`src/rtl/sram_puf_capture.sv`:
```
// SRAM PUF frame capture: enrols a reference frame into bank 0, captures compare frames
// into bank 1, and accumulates the frame's ones-count and Hamming distance to the reference.
module sram_puf_capture #(
    parameter int unsigned DATA_W = 8,
    parameter int unsigned DEPTH  = 64,
    parameter int unsigned ADDR_W = 6,
    parameter int unsigned HW_W   = 10
) (
    input  logic              uprocessor_clk,
    input  logic              rst,
    input  logic [DATA_W-1:0] uprocessor_din,
    input  logic              uprocessor_valid,
    input  logic              frame_start,
    input  logic              mode,
    input  logic              rd_bank,
    input  logic [ADDR_W-1:0] rd_addr,
    output logic [DATA_W-1:0] rd_data,
    output logic              busy,
    output logic              done,
    output logic [ADDR_W:0]   byte_cnt,
    output logic [HW_W-1:0]   ones_cnt,
    output logic [HW_W-1:0]   hd_cnt,
    output logic              hd_valid,
    output logic              ref_valid,
    output logic              overflow
);

    typedef enum logic [1:0] {StIdle, StCapture, StDone} state_e;

    localparam logic [ADDR_W:0] DepthCnt = (ADDR_W + 1)'(DEPTH);

    state_e              state_q, state_d;
    logic                mode_q, mode_d;
    logic [ADDR_W-1:0]   wr_addr_q, wr_addr_d;
    logic [ADDR_W:0]     byte_cnt_q, byte_cnt_d;
    logic [HW_W-1:0]     ones_cnt_q, ones_cnt_d;
    logic [HW_W-1:0]     hd_cnt_q, hd_cnt_d;
    logic                hd_valid_q, hd_valid_d;
    logic                ref_valid_q, ref_valid_d;
    logic                overflow_q, overflow_d;
    logic [DATA_W-1:0]   rd_data_q, rd_data_d;

    logic [DATA_W-1:0]   bank0_q [DEPTH];
    logic [DATA_W-1:0]   bank1_q [DEPTH];
    logic                we0, we1;
    logic [DATA_W-1:0]   ref_word;

    function automatic logic [HW_W-1:0] popcount(input logic [DATA_W-1:0] v);
        logic [HW_W-1:0] c;
        c = '0;
        for (int i = 0; i < int'(DATA_W); i++) begin
            c = c + HW_W'(v[i]);
        end
        return c;
    endfunction

    // Reference word aligned with the word currently being captured.
    assign ref_word = bank0_q[wr_addr_q];

    always_comb begin
        state_d     = state_q;
        mode_d      = mode_q;
        wr_addr_d   = wr_addr_q;
        byte_cnt_d  = byte_cnt_q;
        ones_cnt_d  = ones_cnt_q;
        hd_cnt_d    = hd_cnt_q;
        hd_valid_d  = hd_valid_q;
        ref_valid_d = ref_valid_q;
        overflow_d  = overflow_q;
        we0         = 1'b0;
        we1         = 1'b0;
        rd_data_d   = rd_bank ? bank1_q[rd_addr] : bank0_q[rd_addr];

        if (frame_start) begin
            // A start from any state (re)opens a frame; a coincident word is dropped.
            state_d    = StCapture;
            mode_d     = mode;
            wr_addr_d  = '0;
            byte_cnt_d = '0;
            ones_cnt_d = '0;
            hd_cnt_d   = '0;
            hd_valid_d = 1'b0;
            overflow_d = 1'b0;
            if (!mode) begin
                ref_valid_d = 1'b0;
            end
        end else begin
            unique case (state_q)
                StIdle: begin
                    if (uprocessor_valid) begin
                        overflow_d = 1'b1;
                    end
                end
                StCapture: begin
                    if (uprocessor_valid) begin
                        we0        = ~mode_q;
                        we1        = mode_q;
                        wr_addr_d  = wr_addr_q + 1'b1;
                        byte_cnt_d = byte_cnt_q + 1'b1;
                        ones_cnt_d = ones_cnt_q + popcount(uprocessor_din);
                        if (mode_q && ref_valid_q) begin
                            hd_cnt_d = hd_cnt_q + popcount(uprocessor_din ^ ref_word);
                        end
                        if (byte_cnt_d == DepthCnt) begin
                            state_d = StDone;
                            if (!mode_q) begin
                                ref_valid_d = 1'b1;
                            end else if (ref_valid_q) begin
                                hd_valid_d = 1'b1;
                            end
                        end
                    end
                end
                StDone: begin
                    state_d = StIdle;
                    if (uprocessor_valid) begin
                        overflow_d = 1'b1;
                    end
                end
                default: state_d = StIdle;
            endcase
        end
    end

    always_ff @(posedge uprocessor_clk) begin
        if (!rst) begin
            state_q     <= StIdle;
            mode_q      <= 1'b0;
            wr_addr_q   <= '0;
            byte_cnt_q  <= '0;
            ones_cnt_q  <= '0;
            hd_cnt_q    <= '0;
            hd_valid_q  <= 1'b0;
            ref_valid_q <= 1'b0;
            overflow_q  <= 1'b0;
            rd_data_q   <= '0;
        end else begin
            state_q     <= state_d;
            mode_q      <= mode_d;
            wr_addr_q   <= wr_addr_d;
            byte_cnt_q  <= byte_cnt_d;
            ones_cnt_q  <= ones_cnt_d;
            hd_cnt_q    <= hd_cnt_d;
            hd_valid_q  <= hd_valid_d;
            ref_valid_q <= ref_valid_d;
            overflow_q  <= overflow_d;
            rd_data_q   <= rd_data_d;
        end
    end

    // Bank contents survive reset; reset only blocks the write.
    always_ff @(posedge uprocessor_clk) begin
        if (rst && we0) begin
            bank0_q[wr_addr_q] <= uprocessor_din;
        end
        if (rst && we1) begin
            bank1_q[wr_addr_q] <= uprocessor_din;
        end
    end

    assign rd_data   = rd_data_q;
    assign busy      = (state_q == StCapture);
    assign done      = (state_q == StDone);
    assign byte_cnt  = byte_cnt_q;
    assign ones_cnt  = ones_cnt_q;
    assign hd_cnt    = hd_cnt_q;
    assign hd_valid  = hd_valid_q;
    assign ref_valid = ref_valid_q;
    assign overflow  = overflow_q;

endmodule

```
`config.mk`:
```
export PLATFORM = sky130hd
export DESIGN_NAME = sram_puf_capture
export DESIGN_NICKNAME = d
export VERILOG_FILES = /design/src/rtl/sram_puf_capture.sv
export SDC_FILE = /design/constraint.sdc
export NUM_CORES = 1
export LEC_CHECK = 0
export BUFFER_PORTS_ARGS = -buffer_cell sky130_fd_sc_hd__clkbuf_2
export CORE_UTILIZATION = 30
export CTS_BUF_LIST = sky130_fd_sc_hd__clkbuf_16
export DETAILED_ROUTE_END_ITERATION = 12
export PLACE_DENSITY_LB_ADDON = 0.12
export SETUP_SLACK_MARGIN = 0.15
export SYNTH_ARGS = -nofsm -noshare
export SYNTH_HDL_FRONTEND = slang
export SYNTH_SLANG_ARGS = --single-unit
```
`constraint.sdc`:
```
create_clock -name uprocessor_clk -period 6.9 [get_ports uprocessor_clk]
set_input_delay 0.345 -clock uprocessor_clk [delete_from_list [all_inputs] [get_ports uprocessor_clk]]
set_output_delay 0.345 -clock uprocessor_clk [all_outputs]
set_load 0.01 [all_outputs]
```
== Word-level counts from Yosys, hierarchy flattened ==
Memory sizes are Yosys's and may differ from the RTL's. A register that Yosys moved wholly into a read port is not among the register bits.
Index checks and enable logic that the tools add are counted.
W data, S select, Z words.

* Bits in writable memories: 1024
* Memories kept: 2
* Output and inout bits: 40
* Logic and storage cells: 84
* Bits in registers: 47

{| class="wikitable"
|+ Memories
! memory !! words !! bits a word !! rd ports !! clocked after Yosys merged registers in !! write ports !! line !! RTL
|-
| bank0_q || 64 || 8 || 2 || 1 || 1 || 43 || <nowiki>logic [DATA_W-1:0] bank0_q [DEPTH];</nowiki>
|-
| bank1_q || 64 || 8 || 1 || 0 || 1 || 44 || <nowiki>logic [DATA_W-1:0] bank1_q [DEPTH];</nowiki>
|}

* Bitwise operators: 4
* Reduce and logical (&&, ||, !) cells: 16
* Muxes and demuxes: 23
* Equality and inequality tests: 10
* Add/sub/neg operators: 18

{| class="wikitable"
|+ Operator list
! operator !! count
|-
| $add A10 B8 Y10 || 2
|-
| $mux W1 || 17
|-
| $add A7 B1 Y8 || 2
|-
| $add A6 B1 Y7 || 2
|-
| $add A5 B1 Y6 || 2
|-
| $mux W6 || 2
|-
| $add A4 B1 Y5 || 2
|-
| $reduce_and A5 Y1 || 2
|-
| $reduce_and A3 Y1 || 3
|-
| $add A3 B1 Y4 || 2
|-
| $mux W8 || 1
|-
| $ne A2 B2 Y1 const B || 4
|-
| $xor A8 B8 Y8 || 1
|-
| $add A7 B1 Y7 const B || 1
|-
| $eq A7 B7 Y1 const B || 1
|-
| $add A2 B1 Y3 || 2
|-
| $add A6 B1 Y6 const B || 1
|-
| $reduce_bool A2 Y1 || 3
|-
| $add A1 B1 Y2 || 2
|-
| $mux W2 || 2
|-
| $pmux W2 S2 || 1
|-
| $reduce_and A2 Y1 || 2
|-
| $reduce_or A2 Y1 || 2
|-
| $logic_and A1 B1 Y1 || 3
|-
| 7 further kinds || 9
|}

== Logic depth before layout (Yosys ltp) ==
Gate-level depths: netlist (run 1).

* Depth in word-level cells: 9
* Depth in mapped cells: 21
* Mapped depth without buffers: 18

== Least setup slack after synthesis (run 1) ==
OpenSTA, ideal clock, no wires.

* Path type: register to register
* Start point: register with a tool-made name
* End point: register hd_cnt_q[6] (netlist: hd_cnt[6])
* Period minus slack after synthesis: 5.093 ns
* Path slack: 1.807 ns
* Setup time: 0.128 ns
* Stages on the path, launching flop included: 21
* Buffers on the path: 3
* Data arrival time: 4.965 ns
* Required time: 6.772 ns
* Cells stage by stage: dfxtp_1 buf_2 clkbuf_1 buf_2 mux4_2 mux4_2 mux2i_1 a21oi_1 xor2_1 fa_1 fa_1 fa_1 fa_1 inv_1 fa_1 nor2b_1 o21a_1 o21a_1 nand3_1 xor2_1 nor2_1

{| class="wikitable"
|+ RTL lines
! item !! line !! RTL
|-
| to (signal assigned) || 143 || <nowiki>hd_cnt_q <= hd_cnt_d;</nowiki>
|-
| to (decl) || 37 || <nowiki>logic [HW_W-1:0] hd_cnt_q, hd_cnt_d;</nowiki>
|}

==> impl_results.md, run 1 <==
* Outcome: complete, no violations
* Final slew viol count at 0
* Detail-routed net length per standard cell at ~30 microns
* # port buffers at 59
* Floorplan die area at between 150000 and 200000 sq um
* Bufs on Longest Clock Path at 3
* Post-synth net total at about 2400
* FILL cells at approximately 14000
* Post-synthesis cell area at roughly 46000 sq um
* All-Layer GR Usage at 17.9%
* Gate family responsible for the most delay along the worst path: adder cells
* Drt via density at 5.27
* Worst setup skew after layout at around 0.046 ns
* Actual slew at the worst max-slew pin at approximately 1.4 ns
* Antenna violations before repair at 12
* Post-synthesis to final-layout area growth at 13.9%
* Number of warnings issued by yosys at 0
* Cells along the critical path: mux4_2, mux4_2, nor2b_1, a211oi_1, a21oi_1, xor2_1, fa_1, fa_1, fa_1, fa_1, inv_1, fa_1, nor2b_1, o21a_1, o21a_1, nand3_1, xor2_1, nor2_1
* Proportion of synthesized area in mux cells at 22.2%
* Number of clock sinks at about 1100
* Die height at between 300 and 400 microns
* Max cap viols at 0
* Number of buffers added for setup after CTS at 0
* Final GP Congestion at ~0.81
* Number of iterations in the first detailed-routing pass at 5
* Part of the Yosys area used for sequential elements at 68.7%
* Endpoint kind of the worst setup timing path: flop
* Total overflow reported by the global router at 0
* Simple-Gate Fraction of Synth Area at around 3.3%
* Core Area at around 150000 sq um
* I/O pin count at 60
* Slowest library cell on the worst path: dfxtp_4
* Area occupied by multi-input gates at 13700 sq um
* Starting DRC count in detailed routing at ~2000
* Post-synth ARST share at 0%
* Nets at about 2500
* Compound-gate portion of the synthesized area at under 10%
* Class of the most critical setup path: reg2reg
* Worst Hold Class: in2reg
* Flip-flop and latch count after synthesis at approximately 1100
* Largest family of logic cells by synthesized area: multiplexers
* Post-route setup TNS at 0 ns
* Total number of H-tree levels at 3
* Gate Count Post-Synth at 2344
* Clock root buffer: clkbuf_16
* Final setup violation count at 0
* P per Cell Area at about 270 nW/um^2
* Number of standard-cell rows in the floorplan at 143
* RSZ-0062 raised after global routing: no
* Number of buffers inserted for hold repair after clock tree synthesis at 5
* Syn Area/Cell at between 15 and 20 sq um
* Launching element type of the critical path: flop
* Number of flops mapped to enable cells by yosys at approximately 1000
* Number of unique standard cell types used by synthesis at 55
* Aggregate routed wire length at ~140 mm
* TritonCTS clock tree: yes
* DRC at 0
* Hold path cells at 1
* Worst VDD drop at a little over 0.2 mV
* Clock transition at the registers of the reported paths at around 0.070 ns
* Final clock period utilization by the worst path at 86.5%
* Static leakage power at roughly 16 nW
* Ratio of cells with drive above 1 in the final layout at 28.7%
* Depth of the critical timing path with buffers and inverters included at 18
* Worst path required time at roughly 7.5 ns
* Area occupied by registers at ~32000 sq um
* Arrival time of the worst setup path at between 6 and 7 ns
* Clock insertion delay at the later pin of the skew report at 0.75 ns
* Maximum number of pins on one net before global-route repair at 99
* Most instantiated flip-flop cell in the synthesis netlist: edfxtp_1
* Number of global-route vias before repair at between 20000 and 30000
* Die extent in x at slightly below 400 microns
* Number of buffer and inverter instances along the worst setup path at 1
* Number of buffers created by CTS at ~120
* Fmax achieved at ~170 MHz
* Logic depth of the worst register-to-register path at 18
* Gates resized, CTS repair at 0
* Final period demand of the worst path at 5.97 ns
* Global-route wire length before repair at between 150 and 200 mm
* Final HPWL from detailed placement at 91.6 mm
* Initial core utilization at 30.3%
* Most frequent CP cell: fa_1
* Final hold slack at 0.0735 ns
* Number of endpoints with negative hold slack in the final report at 0
* CP max FO at 30
* Post-route ant nets at 0
* Rel. slew slack at 9.49%
* Via count at 24047
* Worst path max stage delay at ~0.81 ns
* Share of synthesized cell area in full adder, half adder and majority cells at less than 1%
* Parity-gate share of the synthesized area counting xor and xnor cells at less than 1%
[path summary, 6_finish.rpt]
check                                         startpoint                  endpoint  slack [ns]
worst max-delay path                                flop    hd_cnt[6]$_SDFFE_PP0P_        0.93
worst min-delay path                   uprocessor_din[2]  bank0_q[15][2]$_DFFE_PP_        0.07
worst max register to register                      flop    hd_cnt[6]$_SDFFE_PP0P_        0.93
worst min register to register  ones_cnt[0]$_SDFFE_PP0P_  ones_cnt[0]$_SDFFE_PP0P_        0.48
[stage by stage]
stage / util (%) / instances / instance area, sq um / worst slack (ns) / power (mW)
6_report: 34.5 / 4561 / 52700 / 0.932 / 14.0
2_1_floorplan: - / 2344 / 46300 / 1.81 / 7.73
3_3_place_gp: 32.1 / 4334 / 49000 / 0.828 / 8.07
5_1_grt: 34.5 / 4560 / 52700 / 0.649 / 14.4
3_5_place_dp: 32.1 / 4334 / 49000 / 0.908 / 8.08
4_1_cts: 34.5 / 4560 / 52700 / 0.884 / 14.2
[layer usage]
layer	part of all wire [%]	track usage (%)	wire length (microns)	up-vias
li1	-	-	-	9995
met2	49	29.8	68800	654
met1	43	24.3	60800	13222
met4	1.8	3.35	2530	8
met3	5.6	3.66	7800	168
met5	0.033	0	46	-
[cell usage after synthesis, types with 8 or more instances]
cell / number / area (sq um)
inv_1: 18 / 67.6
buf_2: 52 / 260
xor2_1: 12 / 105
a221oi_1: 14 / 123
a21oi_1: 21 / 105
buf_4: 13 / 97.6
nor2_1: 174 / 653
a211oi_1: 11 / 82.6
edfxtp_1: 1024 / 30700
or3_1: 21 / 131
dfxtp_1: 53 / 1060
o211ai_1: 8 / 60.1
nor2b_1: 14 / 87.6
mux2_2: 26 / 293
nand3_1: 44 / 220
clkbuf_1: 77 / 289
buf_1: 15 / 56.3
mux2i_1: 112 / 1120
ha_1: 15 / 188
nand3b_1: 10 / 75.1
nand2_1: 35 / 131
nor3_1: 9 / 45.0
o22ai_1: 9 / 56.3
a22o_1: 14 / 123
fa_1: 10 / 200
mux4_2: 393 / 8850
xnor2_1: 21 / 184
a22oi_1: 56 / 420
o21ai_1: 10 / 50.1
[registers in the layout, summed over array words and instances (netlist names), 2 cells and up, named ones only]
signal     cells
byte_cnt       7
bank1_q      512
hd_cnt        10
wr_addr_q      6
ones_cnt      10
bank0_q      512
rd_data        8
state_q        2
[area by class of cell]
class                      instances  share of cell area (%)
sequential                      1077                    60.4
multi-input combinational       1086                    25.9
clock buffer                     119                    5.65
tap                             2030                    4.82
timing repair buffer             126                    1.73
clock inverter                   102                    1.35
inverter                          20                   0.142
antenna                            1                 0.00475
[cells in the final DEF, fill, tap and decap left out, types with 4 or more instances in the layout]
master | netlist | final
ha_1 | 15 | 15
mux2i_1 | 112 | 112
o21ai_1 | 10 | 10
a221oi_1 | 14 | 14
nand3_1 | 44 | 44
fa_1 | 10 | 10
clkinv_4 | 0 | 4
xor2_1 | 12 | 12
nand2_1 | 35 | 35
o21ai_0 | 5 | 5
bufinv_16 | 0 | 6
edfxtp_1 | 1024 | 1024
o22ai_1 | 9 | 9
a21oi_1 | 21 | 21
nand3b_1 | 10 | 10
clkbuf_16 | 0 | 119
inv_1 | 18 | 48
dlygate4sd3_1 | 0 | 5
buf_12 | 0 | 5
a211oi_1 | 11 | 11
a21o_1 | 5 | 5
clkinv_1 | 1 | 23
nand4_1 | 4 | 4
clkinv_2 | 0 | 33
or3_1 | 21 | 21
clkbuf_2 | 0 | 49
buf_4 | 13 | 65
mux4_2 | 393 | 393
xnor2_1 | 21 | 21
nor3_1 | 9 | 9
o211ai_1 | 8 | 8
dfxtp_1 | 53 | 49
nor2_1 | 174 | 172
a22oi_1 | 56 | 56
nor2b_1 | 14 | 13
mux2_2 | 26 | 26
a22o_1 | 14 | 14
[where the power goes]
part	total (mW)	internal (mW)	switching, mW
logic	0.758	0.282	0.477
clock network	6.07	3.36	2.71
registers	7.17	7.16	0.00931
total	14.0	10.8	3.20
[cell families (layout without fill, tap and decap cells)]
kind of cell,Yosys count,count (layout)
buffers and inverters,181,367
XOR/XNOR,33,33
other,0,1
adder cells (fa/ha/maj),25,25
AO/OA/AOI/OAI,166,166
multiplexers,531,531
AND/OR/NAND/NOR,331,331
flip-flops,1077,1077
Power figures use the tool's default switching activity.
==> inputs of run 2 (changes only) <==
CTS_BUF_LIST = sky130_fd_sc_hd__clkbuf_8   (was sky130_fd_sc_hd__clkbuf_16)
==> run 2 against run 1 <==
Compared with the run above: setup slack worse by 0.012 ns; non-clock buffer count up 7; global-route usage grew 0.28 points; register-to-register slack is essentially flat; clock-buffer cell count rose by 78; clock power is 7.4% lower; combinational power is 0.9% higher; die area unchanged; flip-flop and latch count stayed put; first-iteration DRC count shrank 4.0%; hold slack improved by 0.071 ns; largest power group unchanged.
==> impl_results.md, run 2 (synthesis results as in run 1) <==
* Power dissipated by switching net loads at 3.26 mW
* TritonCTS clock tree: yes
* Worst path required time at approximately 7.7 ns
* Final HPWL from detailed placement at around 90 mm
* Arrival time of the worst setup path at between 6 and 7 ns
* Final slew viol count at 0
* Most frequent CP cell: fa_1
* Net Sw Frac at 24.1%
* Final clock period utilization by the worst path at 86.7%
* Most frequent cells in the layout: 1024 x edfxtp_1, 393 x mux4_2, 197 x clkbuf_8
* Startpoint of the worst hold path: rd_bank
* Final hold slack at around 0.14 ns
* Worst setup skew after layout at ~0.046 ns
* Clock insertion delay at the later pin of the skew report at around 0.9 ns
* Core occupancy in the finished layout at 34.5%
* Core Area at between 150000 and 200000 sq um
* Final setup violation count at 0
* All-Layer GR Usage at between 10% and 20%
* Number of clock sinks at between 1000 and 1500
* Initial core utilization at between 30% and 40%
* Number of endpoints with negative hold slack in the final report at 0
* Antenna violations before repair at 14
* Number of standard-cell rows in the floorplan at around 140
* Bufs on Longest Clock Path at 3
* Endpoint kind of the worst setup timing path: flop
* Instance area after placement at roughly 49000 sq um
* Flop pwr share at between 50 and 60%
* Clock root buffer: clkbuf_8
* FILL cells at 14325
* Logic depth of the worst register-to-register path at 18
* Die extent in x at between 300 and 400 microns
* Worst VDD drop at ~0.21 mV
* Post-route setup TNS at 0 ns
* Slowest library cell on the worst path: dfxtp_4
* Worst path max stage delay at ~0.8 ns
* Endpoint of the most critical register-to-register path: hd_cnt[6]$_SDFFE_PP0P_
* Post-synthesis to final-layout area growth at 13.7%
* Rel. slew slack at 12.4%
* Class of the most critical setup path: reg2reg
* Number of buffers created by CTS at 186
* P per Cell Area at roughly 260 nW/um^2
* Largest registers: bank0_q x512, bank1_q x512
* Fmax achieved at approximately 170 MHz
* Clock network fraction of total power at 41.5%
* Global-route wire length before repair at 201 mm
* Most common cell after layout, fill and taps aside: edfxtp_1
* Number of iterations in the first detailed-routing pass at 5
* Final GP Congestion at roughly 0.81
* Total overflow reported by the global router at 0
* Die height at 395 microns
* Cells along the critical path: mux4_2, mux4_2, nor2b_1, a211oi_1, a21oi_1, xor2_1, fa_1, fa_1, fa_1, fa_1, inv_1, fa_1, nor2b_1, o21a_1, o21a_1, nand3_1, xor2_1, nor2_1
* Static leakage power at between 15 and 20 nW
* Combinational share of power at 5.6%
* CP max FO at 30
* Drt via density at ~5.2
* Ratio of cells with drive above 1 in the final layout at between 20 and 30%
* Clock transition at the registers of the reported paths at approximately 0.060 ns
* Internal power at around 10 mW
* Post-route ant nets at 0
* Launching element type of the critical path: flop
* Detail-routed net length per standard cell at between 30 and 40 microns
* Actual slew at the worst max-slew pin at about 1.3 ns
* Floorplan die area at approximately 160000 sq um
* Number of global-route vias before repair at between 20000 and 30000
* Worst Hold Class: in2reg
* Via count at 24585
* Number of buffers added for setup after CTS at 0
* Max cap viols at 0
* RSZ-0062 raised after global routing: no
* Gates resized, CTS repair at 0
* Starting DRC count in detailed routing at 1882
* I/O pin count at 60
* Nets at 2549
* Total number of H-tree levels at 4
* Endpoint with the worst hold slack: rd_data[6]$_SDFF_PN0_
* Final period demand of the worst path at roughly 6 ns
* Aggregate routed wire length at 142 mm
* # port buffers at between 50 and 60
* Maximum number of pins on one net before global-route repair at between 90 and 100
* Setup slack of the worst register-to-register path at a little over 0.9 ns
* Hold path cells at 4
* DRC at 0
* Outcome: complete, no violations
* Final design instance area without fill at about 53000 sq um
[run 2: cell count changes in the layout (fill, tap and decap cells not counted), moves of 3 or more]
cell	before	now
inv_16	3	0
inv_8	0	4
clkinv_2	33	21
clkinv_1	23	37
clkbuf_8	0	197
dlygate4sd3_1	5	12
inv_1	48	86
clkinv_4	4	0
clkbuf_16	119	0
[run 2: how the worst max path moves through the flow]
stage / start / endpoint / slack, ns
floorplan: flop / hd_cnt[6]$_SDFFE_PP0P_ / 1.81
global placement: flop / hd_cnt[8]$_SDFFE_PP0P_ / 0.83
detailed placement: flop / hd_cnt[6]$_SDFFE_PP0P_ / 0.91
CTS: flop / hd_cnt[6]$_SDFFE_PP0P_ / 0.89
global route: flop / hd_cnt[6]$_SDFFE_PP0P_ / 0.67
finish: flop / hd_cnt[6]$_SDFFE_PP0P_ / 0.92
[run 2: routing by layer]
| metal | vias to the layer above | wire (microns) | track usage, % |
|---|---|---|---|
| met4 | 6 | 3040 | 5.02 |
| met1 | 13406 | 60700 | 24.5 |
| met5 | - | 38 | 0 |
| met3 | 213 | 8590 | 3.61 |
| li1 | 10158 | - | - |
| met2 | 802 | 69400 | 29.9 |
[run 2: area by class of cell]
type | instances | area (sq um) | area share [%]
Clock inverter | 144 | 805 | 1.53
Tap cell | 2030 | 2540 | 4.83
Clock buffer | 197 | 2710 | 5.15
Sequential cell | 1077 | 31800 | 60.5
Multi-Input combinational cell | 1086 | 13700 | 26.0
Antenna cell | 3 | 7.51 | 0.0143
Inverter | 20 | 75.1 | 0.143
Timing Repair Buffer | 133 | 983 | 1.87
[run 2: power by group through the flow]
stage | Clock (mW) | Combinational (mW) | Sequential [mW]
after detailed placement | 0 | 0.776 | 7.31
after global placement | 0 | 0.768 | 7.30
final | 5.62 | 0.765 | 7.17
after CTS | 5.78 | 0.784 | 7.17
after floorplan | 0 | 0.424 | 7.30
after global routing | 6.03 | 0.819 | 7.17
[run 2: stage by stage]
stage | setup slack, ns | power (mW) | std cells
2_1_floorplan | 1.81 | 7.73 | 2344
3_3_place_gp | 0.828 | 8.07 | 4334
3_5_place_dp | 0.908 | 8.08 | 4334
4_1_cts | 0.894 | 13.7 | 4687
5_1_grt | 0.666 | 14.0 | 4689
6_report | 0.921 | 13.6 | 4690
[run 2: repair_timing]
action / in CTS / in global routing
setup endpoints to repair: 0 / 0
hold buffers: 12 / 0
hold endpoints to repair: 197 / 0
[run 2: worst max-delay path: cells and delay by family, from the launching register on]
family | cells | cell delay (ns)
compound gates | 4 | 0.71
fa+ha+maj | 5 | 2.26
simple gates | 4 | 0.37
flops | 1 | 0.81
mux | 2 | 1.13
xor+xnor | 2 | 0.40
buf+inv | 1 | 0.10
==> inputs of run 3 (changes only) <==
CORE_ASPECT_RATIO = 1.5   (was default)
==> run 3 against run 2 <==
Compared with the run above: clock-buffer cell count decreased by 14; highest routed layer unchanged; sequential power about the same; clock power decreased by 7.1%; setup slack got worse by 0.13 ns; critical endpoint is now hd_cnt[8]$_SDFFE_PP0P_; power decreased by 2.9%; fmax decreased by 2.1%; design area decreased by 0.50%; routed wire length increased by 2.3%; via count decreased by 2.5%; critical path depth unchanged; die area about the same.
==> impl_results.md, run 3 (synthesis results as in run 1) <==
* Outcome: complete, no violations
* Finished Layout Cells at 4687
* Number of buffer and inverter instances along the worst setup path at 2
* Final period demand of the worst path at a little over 6 ns
* Post-route setup TNS at 0 ns
* Most common cell after layout, fill and taps aside: edfxtp_1
* Clock transition at the registers of the reported paths at about 0.060 ns
* Clock root buffer: clkbuf_8
* Clock insertion delay at the later pin of the skew report at slightly above 0.9 ns
* Final setup violation count at 0
* Number of buffers added for setup after CTS at 0
* Die extent in x at 323 microns
* Class of the most critical setup path: reg2reg
* Core Area at 153000 sq um
* Die height at 483 microns
* Number of endpoints with negative hold slack in the final report at 0
* Post-synthesis to final-layout area growth at 13.1%
* Nets at 2537
* Largest registers: bank0_q x512, bank1_q x512
* Number of global-route vias before repair at around 26000
* Final clock period utilization by the worst path at about nine tenths
* TritonCTS clock tree: yes
* Number of standard-cell rows in the floorplan at roughly 180
* Number of iterations in the first detailed-routing pass at 5
* Aggregate routed wire length at between 100 and 150 mm
* Arrival time of the worst setup path at roughly 6.9 ns
* P per Cell Area at 251 nW/um^2
* Floorplan die area at between 150000 and 200000 sq um
* Starting DRC count in detailed routing at roughly 2000
* Final HPWL from detailed placement at about 98 mm
* Drt via density at 5.12
* Endpoint kind of the worst setup timing path: flop
* Maximum number of pins on one net before global-route repair at 114
* Number of clock sinks at 1077
* Ratio of cells with drive above 1 in the final layout at 29.5%
* Worst path required time at 7.64 ns
* Fmax achieved at about 160 MHz
* Static leakage power at ~16 nW
* Worst path max stage delay at approximately 0.76 ns
* Post-route ant nets at 0
* Launching element type of the critical path: flop
* Antenna violations before repair at 6
* Most frequent CP cell: fa_1
* Rel. slew slack at between 9 and 10%
* Gate family responsible for the most delay along the worst path: adder cells
* Total number of H-tree levels at 4
* Initial core utilization at ~30%
* Depth of the critical timing path with buffers and inverters included at 18
* I/O pin count at 60
* All-Layer GR Usage at a little under a fifth
* Count of placed standard cells including taps at 4351
* Critical Path End: hd_cnt[8]$_SDFFE_PP0P_
* Final GP Congestion at about 0.85
* Most frequent cells in the layout: 1024 x edfxtp_1, 393 x mux4_2, 183 x clkbuf_8
* Slowest library cell on the worst path: dfxtp_4
* Global-route wire length before repair at roughly 200 mm
* Core occupancy in the finished layout at between 30% and 40%
* # port buffers at just under 60
* Endpoint of the most critical register-to-register path: hd_cnt[8]$_SDFFE_PP0P_
* Max cap viols at 0
* Worst setup skew after layout at around 0.048 ns
* Total overflow reported by the global router at 0
* Worst VDD drop at between 0.2 and 0.25 mV
* Worst Hold Class: in2reg
* Number of buffers created by CTS at 170
* Actual slew at the worst max-slew pin at ~1.3 ns
* Cells along the critical path: buf_4, mux4_2, mux4_2, mux2i_1, a21oi_1, xor2_1, fa_1, fa_1, fa_1, fa_1, inv_1, fa_1, nor2b_1, o21a_1, o21a_1, nand3_1, xor2_1, nor2_1
* CP max FO at 27
* Setup slack of the worst register-to-register path at 0.79 ns
* Bufs on Longest Clock Path at 3
* Via count at roughly 24000
* Logic depth of the worst register-to-register path at 18
* Detail-routed net length per standard cell at ~31 microns
* RSZ-0062 raised after global routing: no
* Final slew viol count at 0
* DRC at 0
run 3: cell count changes in the layout (fill, tap and decap cells not counted), moves of 3 or more:
cell | previous run | this run
clkbuf_8 | 197 | 183
clkinv_1 | 37 | 46
inv_8 | 4 | 1
inv_1 | 86 | 62
diode_2 | 3 | 13
dlygate4sd3_1 | 12 | 16
clkinv_2 | 21 | 24
run 3: cell type report:
| type | instances | area, sq um |
|---|---|---|
| fillers | 14726 | 101000 |
| flip-flops and latches | 1077 | 31800 |
| inverters | 20 | 75.1 |
| clock buffers | 183 | 2520 |
| repair buffers | 137 | 1040 |
| well taps | 2047 | 2560 |
| multi-input cells | 1086 | 13700 |
| diodes | 13 | 32.5 |
| clock inverters | 124 | 633 |
run 3: repair_timing:
item,in CTS,in global routing
endpoints found under the hold margin,153,0
resized for setup,0,0
hold buffers,16,0
run 3: power by group:
part / switching (mW) / total, mW / internal (mW)
registers: 0.0104 / 7.17 / 7.16
clock network: 2.62 / 5.22 / 2.59
logic: 0.495 / 0.783 / 0.288
run 3: through the flow:
stage | hold slack [ns] | worst slack (ns) | power, mW | cell area, sq um
6_report | 0.133 | 0.793 | 13.2 | 52400
3_5_place_dp | 0.481 | 0.782 | 8.10 | 49000
3_3_place_gp | 0.467 | 0.775 | 8.09 | 49000
2_1_floorplan | 0.444 | 1.81 | 7.73 | 46300
5_1_grt | 0.0798 | 0.576 | 13.6 | 52400
4_1_cts | 0.0563 | 0.758 | 13.3 | 52300
run 3: worst reg2reg max path, cell delays in order, from the launching register on:
cell and delay [ns]:
dfxtp_4 0.76, buf_4 0.41, mux4_2 0.53, mux4_2 0.55, mux2i_1 0.18, a21oi_1 0.13
xor2_1 0.21, fa_1 0.53, fa_1 0.48, fa_1 0.52, fa_1 0.28, inv_1 0.09
fa_1 0.46, nor2b_1 0.13, o21a_1 0.12, o21a_1 0.17, nand3_1 0.13, xor2_1 0.19
nor2_1 0.07
run 3: how the worst min path moves through the flow:
stage                                   startpoint                        to  slack, ns  depth (start not counted)
final                            uprocessor_din[3]  bank1_q[63][3]$_DFFE_PP_       0.13                          2
after global routing             uprocessor_din[3]  bank1_q[63][3]$_DFFE_PP_       0.08                          2
after CTS                        uprocessor_din[3]  bank1_q[63][3]$_DFFE_PP_       0.06                          2
after detailed placement  ones_cnt[1]$_SDFFE_PP0P_  ones_cnt[1]$_SDFFE_PP0P_       0.48                          2
after global placement    ones_cnt[0]$_SDFFE_PP0P_  ones_cnt[0]$_SDFFE_PP0P_       0.47                          2
after floorplan                  uprocessor_din[0]   bank0_q[0][0]$_DFFE_PP_       0.44                          0
run 3: per-layer routing:
layer	global-route usage (%)	routed length (microns)	vias to the layer above
met2	34.3	78800	647
met5	0	13	-
li1	-	-	10135
met4	7.67	5790	2
met1	21.6	54800	12979
met3	3.27	5700	213
